### src/rtl/module_mult_seq_pkg.sv
// Shared types and helpers for the sequential multiplier.
// The FSM state encoding and the step-counter width live here.
package mult_pkg;

    typedef enum logic [1:0] {
        IDLE = 2'd0,
        CALC = 2'd1,
        DONE = 2'd2
    } state_t;

    // Step counter must hold the value N itself.
    function automatic int cnt_width(input int n);
        return $clog2(n + 1);
    endfunction

endpackage

### src/rtl/module_mult_seq_if.sv
// Operand/result bundle between the operand FSM (master) and the multiplier (slave).
interface module_mult_seq_if #(
    parameter int N = 4
);
    logic           init;
    logic [N-1:0]   a;
    logic [N-1:0]   b;
    logic [2*N-1:0] mult;
    logic           valid;
    logic           busy;

    modport master (output init, output a, output b, input mult, input valid, input busy);
    modport slave  (input init, input a, input b, output mult, output valid, output busy);
endinterface

### src/rtl/module_mult_seq_step.sv
// One partial-product iteration: conditional add (unsigned) or Booth add/sub (signed),
// followed by a one-bit right shift of the {acc, q, q_1} register chain.
module module_mult_step #(
    parameter int N      = 4,
    parameter bit SIGNED = 1'b0
) (
    input  logic [N:0]   acc_i,
    input  logic [N-1:0] q_i,
    input  logic         q1_i,
    input  logic [N:0]   m_i,
    output logic [N:0]   acc_o,
    output logic [N-1:0] q_o,
    output logic         q1_o
);

    logic [N:0]     sum_s;
    logic           fill_s;
    logic [2*N+1:0] shift_s;

    // Add/subtract selection then shift; the fill bit makes the shift logical or arithmetic.
    always_comb begin
        sum_s = acc_i;
        if (SIGNED) begin
            case ({q_i[0], q1_i})
                2'b01:   sum_s = acc_i + m_i;
                2'b10:   sum_s = acc_i - m_i;
                default: sum_s = acc_i;
            endcase
            fill_s = sum_s[N];
        end else begin
            if (q_i[0]) begin
                sum_s = acc_i + m_i;
            end else begin
                sum_s = acc_i;
            end
            fill_s = 1'b0;
        end
        shift_s = {fill_s, sum_s, q_i};
        acc_o   = shift_s[2*N+1:N+1];
        q_o     = shift_s[N:1];
        q1_o    = shift_s[0];
    end

endmodule

### src/rtl/module_mult_seq.sv
// Sequential N x N multiplier: captures operands on init, runs N shift-add or Booth
// steps, then presents the 2N-bit product with a one-cycle valid pulse.
module module_mult_seq
    import mult_pkg::*;
#(
    parameter int N      = 4,
    parameter bit SIGNED = 1'b0
) (
    input logic               clk,
    input logic               rst,
    module_mult_seq_if.slave  bus
);

    localparam int CW = cnt_width(N);

    state_t         state_q, state_d;
    logic [N:0]     m_q, m_d;
    logic [N:0]     acc_q, acc_d;
    logic [N-1:0]   q_q, q_d;
    logic           q1_q, q1_d;
    logic [CW-1:0]  cnt_q, cnt_d;
    logic [2*N-1:0] mult_q, mult_d;
    logic           valid_q, valid_d;
    logic           busy_q, busy_d;

    logic [N:0]     a_ext_s;
    logic [N:0]     acc_step_s;
    logic [N-1:0]   q_step_s;
    logic           q1_step_s;

    assign a_ext_s = SIGNED ? {bus.a[N-1], bus.a} : {1'b0, bus.a};

    module_mult_step #(
        .N      (N),
        .SIGNED (SIGNED)
    ) u_step (
        .acc_i (acc_q),
        .q_i   (q_q),
        .q1_i  (q1_q),
        .m_i   (m_q),
        .acc_o (acc_step_s),
        .q_o   (q_step_s),
        .q1_o  (q1_step_s)
    );

    // Next-state and datapath control; the result is latched on the final step so valid lands in DONE.
    always_comb begin
        state_d = state_q;
        m_d     = m_q;
        acc_d   = acc_q;
        q_d     = q_q;
        q1_d    = q1_q;
        cnt_d   = cnt_q;
        mult_d  = mult_q;
        valid_d = 1'b0;
        case (state_q)
            IDLE: begin
                if (bus.init) begin
                    m_d     = a_ext_s;
                    q_d     = bus.b;
                    acc_d   = '0;
                    q1_d    = 1'b0;
                    cnt_d   = CW'(N);
                    state_d = CALC;
                end else begin
                    state_d = IDLE;
                end
            end
            CALC: begin
                acc_d = acc_step_s;
                q_d   = q_step_s;
                q1_d  = q1_step_s;
                cnt_d = cnt_q - CW'(1);
                if (cnt_q == CW'(1)) begin
                    mult_d  = {acc_step_s[N-1:0], q_step_s};
                    valid_d = 1'b1;
                    state_d = DONE;
                end else begin
                    state_d = CALC;
                end
            end
            DONE: begin
                state_d = IDLE;
            end
            default: begin
                state_d = IDLE;
            end
        endcase
        busy_d = (state_d != IDLE);
    end

    // State, datapath and output registers.
    always_ff @(posedge clk or negedge rst) begin
        if (!rst) begin
            state_q <= IDLE;
            m_q     <= '0;
            acc_q   <= '0;
            q_q     <= '0;
            q1_q    <= 1'b0;
            cnt_q   <= '0;
            mult_q  <= '0;
            valid_q <= 1'b0;
            busy_q  <= 1'b0;
        end else begin
            state_q <= state_d;
            m_q     <= m_d;
            acc_q   <= acc_d;
            q_q     <= q_d;
            q1_q    <= q1_d;
            cnt_q   <= cnt_d;
            mult_q  <= mult_d;
            valid_q <= valid_d;
            busy_q  <= busy_d;
        end
    end

    assign bus.mult  = mult_q;
    assign bus.valid = valid_q;
    assign bus.busy  = busy_q;

endmodule

### src/flat_wrapper.sv
// flat-port wrapper written by rule: the top's interface ports become plain ports
module module_mult_seq_flat import mult_pkg::*;
#(
    parameter int N      = 4,
    parameter bit SIGNED = 1'b0
)
  (clk, rst, bus_init, bus_a, bus_b, bus_mult, bus_valid, bus_busy);
  module_mult_seq_if #(.N(N)) bus_i ();
  input logic clk;
  input logic rst;
  input wire logic [$bits(bus_i.init)-1:0] bus_init;
  input wire logic [$bits(bus_i.a)-1:0] bus_a;
  input wire logic [$bits(bus_i.b)-1:0] bus_b;
  output wire logic [$bits(bus_i.mult)-1:0] bus_mult;
  output wire logic [$bits(bus_i.valid)-1:0] bus_valid;
  output wire logic [$bits(bus_i.busy)-1:0] bus_busy;
  assign bus_i.init = bus_init;
  assign bus_i.a = bus_a;
  assign bus_i.b = bus_b;
  assign bus_mult = bus_i.mult;
  assign bus_valid = bus_i.valid;
  assign bus_busy = bus_i.busy;
  module_mult_seq #(.N(N), .SIGNED(SIGNED)) u_core (.clk(clk), .rst(rst), .bus(bus_i));
endmodule
### config.mk
export PLATFORM = sky130hd
export DESIGN_NAME = module_mult_seq_flat
export DESIGN_NICKNAME = d
export VERILOG_FILES = /design/src/rtl/module_mult_seq_pkg.sv /design/src/rtl/module_mult_seq_if.sv /design/src/rtl/module_mult_seq_step.sv /design/src/rtl/module_mult_seq.sv /design/src/flat_wrapper.sv
export SDC_FILE = /design/constraint.sdc
export NUM_CORES = 1
export LEC_CHECK = 0
export CORE_AREA = 8 8 64 79
export DETAILED_ROUTE_END_ITERATION = 8
export DIE_AREA = 0 0 72 87
export SLEW_MARGIN = 0
export SYNTH_ARGS = -nofsm -noshare
export SYNTH_HDL_FRONTEND = slang
export SYNTH_HIERARCHICAL = 1
export SYNTH_SLANG_ARGS = --single-unit
### constraint.sdc
create_clock -name clk -period 1.95 [get_ports clk]
set_clock_uncertainty 0.2 [all_clocks]
set_input_delay 0.39 -clock clk [delete_from_list [all_inputs] [get_ports clk]]
set_output_delay 0.39 -clock clk [all_outputs]
set_load 0.01 [all_outputs]
Yosys cells after proc, flatten, opt, wreduce, memory -nomap -nowiden
Cells that the tools add are included.
{ "classes": {"addsub": 2, "eq_ne": 3, "n_mux": 12, "n_reduce_logical": 6} }
{ "ops": {"columns": ["op", "n"], "rows": [
  ["5-bit two-way mux", 2],
  ["5-bit case mux with 2 select lines", 1],
  ["4-bit case mux with 2 select lines", 1],
  ["3-bit case mux with 2 select lines", 1],
  ["2-bit AND reduction", 3],
  ["5-bit by 4-bit adder with 5-bit output", 1],
  ["4-bit two-way mux", 1],
  ["2-bit case mux with 2 select lines", 1],
  ["2-bit nonzero test", 2],
  ["3-bit by 1-bit == test with 1-bit output (second input constant)", 1],
  ["1-bit two-way mux", 3],
  ["3-bit two-way mux", 1],
  ["3-bit by 1-bit subtractor with 3-bit output (second input constant)", 1],
  ["2-bit by 1-bit == test with 1-bit output (second input constant)", 1],
  ["2-bit zero test", 1],
  ["2-bit two-way mux", 1],
  ["2-bit != test (second input constant)", 1]
]} }
{ "totals": {"ff_bits": 28, "inputBits": 11, "output_inout_bits": 10, "wordCells": 31} }

Longest topological paths before layout
{ "depth": {"depth_word": 4, "depth_mapped": 8, "ltp_nobuf": 8} }

Hierarchy
The synthesis kept the hierarchy.
{ "modules_own_cells": {"columns": ["module", "instances", "cells_per_inst", "area_per_inst_um2", "seq_area_each_um2"], "rows": [
  ["module_mult_seq", 1, 82, 1172.4, 700.7],
  ["module_mult_step", 1, 37, 297.8, 0.0]
]} }

Worst setup path after synthesis
Ideal clock, no wire load.
{ "synth_timing": {"path_type": "flip-flop to flip-flop", "startpoint": "register u_core.acc_q[0]", "endpoint": "register u_core.mult_q[7], in the netlist u_core/bus.mult[7]", "setup_ps": 125, "t_arrival_ps": 1745, "required_ps": 1625, "slack_ps": -121, "stages_incl_launch_ff": 9, "n_path_buf": 0, "period_less_slack_ps": 2071, "cell_sequence": "dfrtp_1 ha_1 inv_1 fa_1 and2b_1 o2111ai_1 o311ai_1 o311ai_1 mux2_4"} }
{ "synth_between": {"elab_chain_len": 2} }
{ "synth_rtl": {"columns": ["element", "line", "source"], "rows": [
  ["from (decl)", "module_mult_seq.sv:18", "logic [N:0] acc_q, acc_d;"],
  ["from (signal assigned)", "module_mult_seq.sv:97", "acc_q <= '0;"],
  ["from (signal assigned)", "module_mult_seq.sv:107", "acc_q <= acc_d;"],
  ["5-bit by 4-bit adder with 5-bit output", "module_mult_seq_step.sv:32", "sum_s = acc_i + m_i;"],
  ["5-bit two-way mux", "module_mult_seq_step.sv:31", "if (q_i[0]) begin"],
  ["via u_core.acc_step_s[3]", "module_mult_seq.sv:27", "logic [N:0] acc_step_s;"],
  ["to (signal assigned)", "module_mult_seq.sv:111", "mult_q <= mult_d;"],
  ["to (decl)", "module_mult_seq.sv:22", "logic [2*N-1:0] mult_q, mult_d;"]
]} }
The timed path passes the listed nets, and every way through them passes these cells.
A chain may end at the register's enable or synchronous reset.

Worst setup path in the final report
Same ends and word-level chain as after synthesis.

==> impl_metrics.csv <==
group,metric,value,unit
clock_network,cts_tree,"yes",
global_routing,grt_max_degree,28,
timing,rsz0062_at_grt,"true",
power_and_ir_drop,p_clk_share,10.1,%
critical_path,reg2regPathDepth,8,
timing,holdWs,0.284,ns
timing,report.final.slew_viol_count,0,
clock_network,insertion_delay,0.27,ns
synthesis,avgSynthCellArea,12.3,µm²
layout,multi_input_area,703,µm²
run_status,status,"finished with violations",
global_routing,grt_pass1_vias,1094,
timing,hold_violations,0,
layout,finalNonFillerCells,204,
placement,dpl-instance-area,0.00173,mm²
timing,fin_tns_setup,-0.656,ns
power_and_ir_drop,internal_power,2.08,mW
floorplanning,ioPinCount,21,
floorplanning,initial_utilization,36.3,%
clock_network,cts_sinks,27,
timing,max_freq,463,MHz
drt,vias,992,
layout,nNetsFinal,167,
drt,first_pass_iters,4,
floorplanning,core,0.00394,mm²
power_and_ir_drop,p_seq_share,33.7,%
min_path,holdCritPathClass,"input pin to asynchronous set/reset pin",
clock_network,clock_path_buffers,2,
global_routing,antenna_found_initial,0,
floorplanning,fp-row-count,26,
timing,period_needed,2.16,ns
placement,place.gp.congestion,0.805,
global_routing,grt_pass1_wl,4.93,mm
global_routing,overflow,0,
synthesis,synthCells,116,
critical_path,start_kind,"register",
global_routing,grt.total_usage,9.95,%
floorplanning,die_h,87,µm
clock_network,root_buffer,"clkbuf_8",
synthesis,yosysWarnings,6,
drt,drt_iter0_markers,79,
clock_network,clkSlewWorstSetupHoldPaths,0.10,ns
synthesis,syn_area,0.00143,mm²
power_and_ir_drop,power_switching,1.14,mW
layout,nFillCells,358,
run_status,violations,"setup timing",
layout,num_antenna_cells,0,
run,maxCapViolCount,0,
critical_path,crit_fanout,3,
placement,io_buffer_count,20,
power_and_ir_drop,power.combinational.fraction,56.2,%
critical_path,crit_arrival,2.12,ns
drt,routed_via_density,4.86,
layout,drive_gt1_share,32.4,%
drt,drc,0,
drt,wl_per_cell,14.5,µm
power_and_ir_drop,p_per_area,1760,mW/mm²
timing,setup_slack,-0.210,ns
timing,period_share,111,%
drt,ant_nets,0,
critical_path,required,1.91,ns
floorplanning,die_area,0.00626,mm²
drt,routed_wirelength,2.97,mm
layout,design_area,0.00183,mm²
clock_network,postCtsHoldBufs,0,
clock_network,cts_buffers,3,
layout,final_util,46.5,%
layout,ff_latch_area,677,µm²
power_and_ir_drop,swShare,35.5,%
clock_network,h-tree-depth,1,
critical_path,critPathKind,"register to register",
power_and_ir_drop,p_leak,0.800,nW
placement,hpwlAfterDp,2.20,mm
floorplanning,fp.dieW,72,µm
placement,placed_cells,197,
critical_path,end_kind,"register",
power_and_ir_drop,ir_drop,0.776,mV
timing,setup_viol,4,
layout,syn_to_final_growth,28.2,%
power by group through the flow:
stage	registers [mW]	clock network, mW	logic [mW]
after floorplan	1.04	0	1.22
after global placement	1.07	0	1.66
after detailed placement	1.08	0	1.69
after CTS	1.07	0.345	1.76
after global routing	1.13	0.365	2.00
final	1.08	0.324	1.81
worst max-delay path: stages, from the launching register on:
cell and delay, ns:
dfrtp_1 0.37, ha_2 0.19, inv_2 0.04, fa_2 0.32, and2b_1 0.23, o2111ai_1 0.12, o311ai_1 0.12, o311ai_1 0.17
mux2_4 0.28
layout by cell type (no fill, tap or decap), types with 2 or more instances in the layout:
cell	instances
o21ai_0	2
nand2_1	2
mux2_4	10
o311ai_1	2
o32ai_1	4
dfrtp_1	26
nor2_1	6
inv_1	9
buf_4	11
conb_1	5
or2_2	2
clkbuf_8	3
clkdlybuf4s50_1	20
nand3b_1	2
ha_1	4
mux2_2	5
o22ai_1	6
a22o_2	4
xnor2_1	2
registers in the layout, indices dropped and copies added, names as in the netlist:
register / count
u_core/bus.mult: 8
u_core/acc_q: 5
u_core/m_q: 4
u_core/q_q: 4
u_core/cnt_q: 3
u_core/state_q: 2
u_core/bus.busy: 1
metal layers:
| metal | up-vias | track usage, % | share of wire, % |
|---|---|---|---|
| li1 | 478 | - | - |
| met1 | 495 | 10.6 | 44 |
| met2 | 15 | 18.5 | 52 |
| met3 | 4 | 1.50 | 2.5 |
| met4 | 0 | 4.66 | 1.9 |
| met5 | - | 0 | 0 |
what timing repair did:
action                     in CTS  in global routing
setup endpoints to repair       5                  6
resized for setup               5                  2
setup buffers                   2                  1
pin swaps                       3                  2
through the flow:
step                setup WS, ns  total power, mW
floorplan                -0.0713             2.26
global placement          -0.123             2.73
detailed placement        -0.212             2.77
CTS                       -0.210             3.18
global route              -0.277             3.49
finish                    -0.210             3.22
final cells by class:
| cell class | count | area share [%] |
|---|---|---|
| tap | 56 | 3.83 |
| clock inverter | 1 | 0.410 |
| multi-input combinational | 75 | 38.4 |
| sequential | 27 | 37.0 |
| timing repair buffer | 32 | 16.1 |
| clock buffer | 3 | 2.26 |
| inverter | 10 | 2.05 |
path summary, 6_finish.rpt:
check,start,end,slack (ns)
min in group clk,u_core/bus.mult[4],u_core/bus.mult[4],0.32
worst max-delay path,u_core/acc_q[0],u_core/bus.mult[7],-0.21
worst min-delay path,rst,u_core/m_q[3],0.28
worst min register to register,u_core/bus.mult[4],u_core/bus.mult[4],0.32
max in group asynchronous,rst,u_core/state_q[1],0.98
worst max register to register,u_core/acc_q[0],u_core/bus.mult[7],-0.21
(Power assumes the default switching activity.)
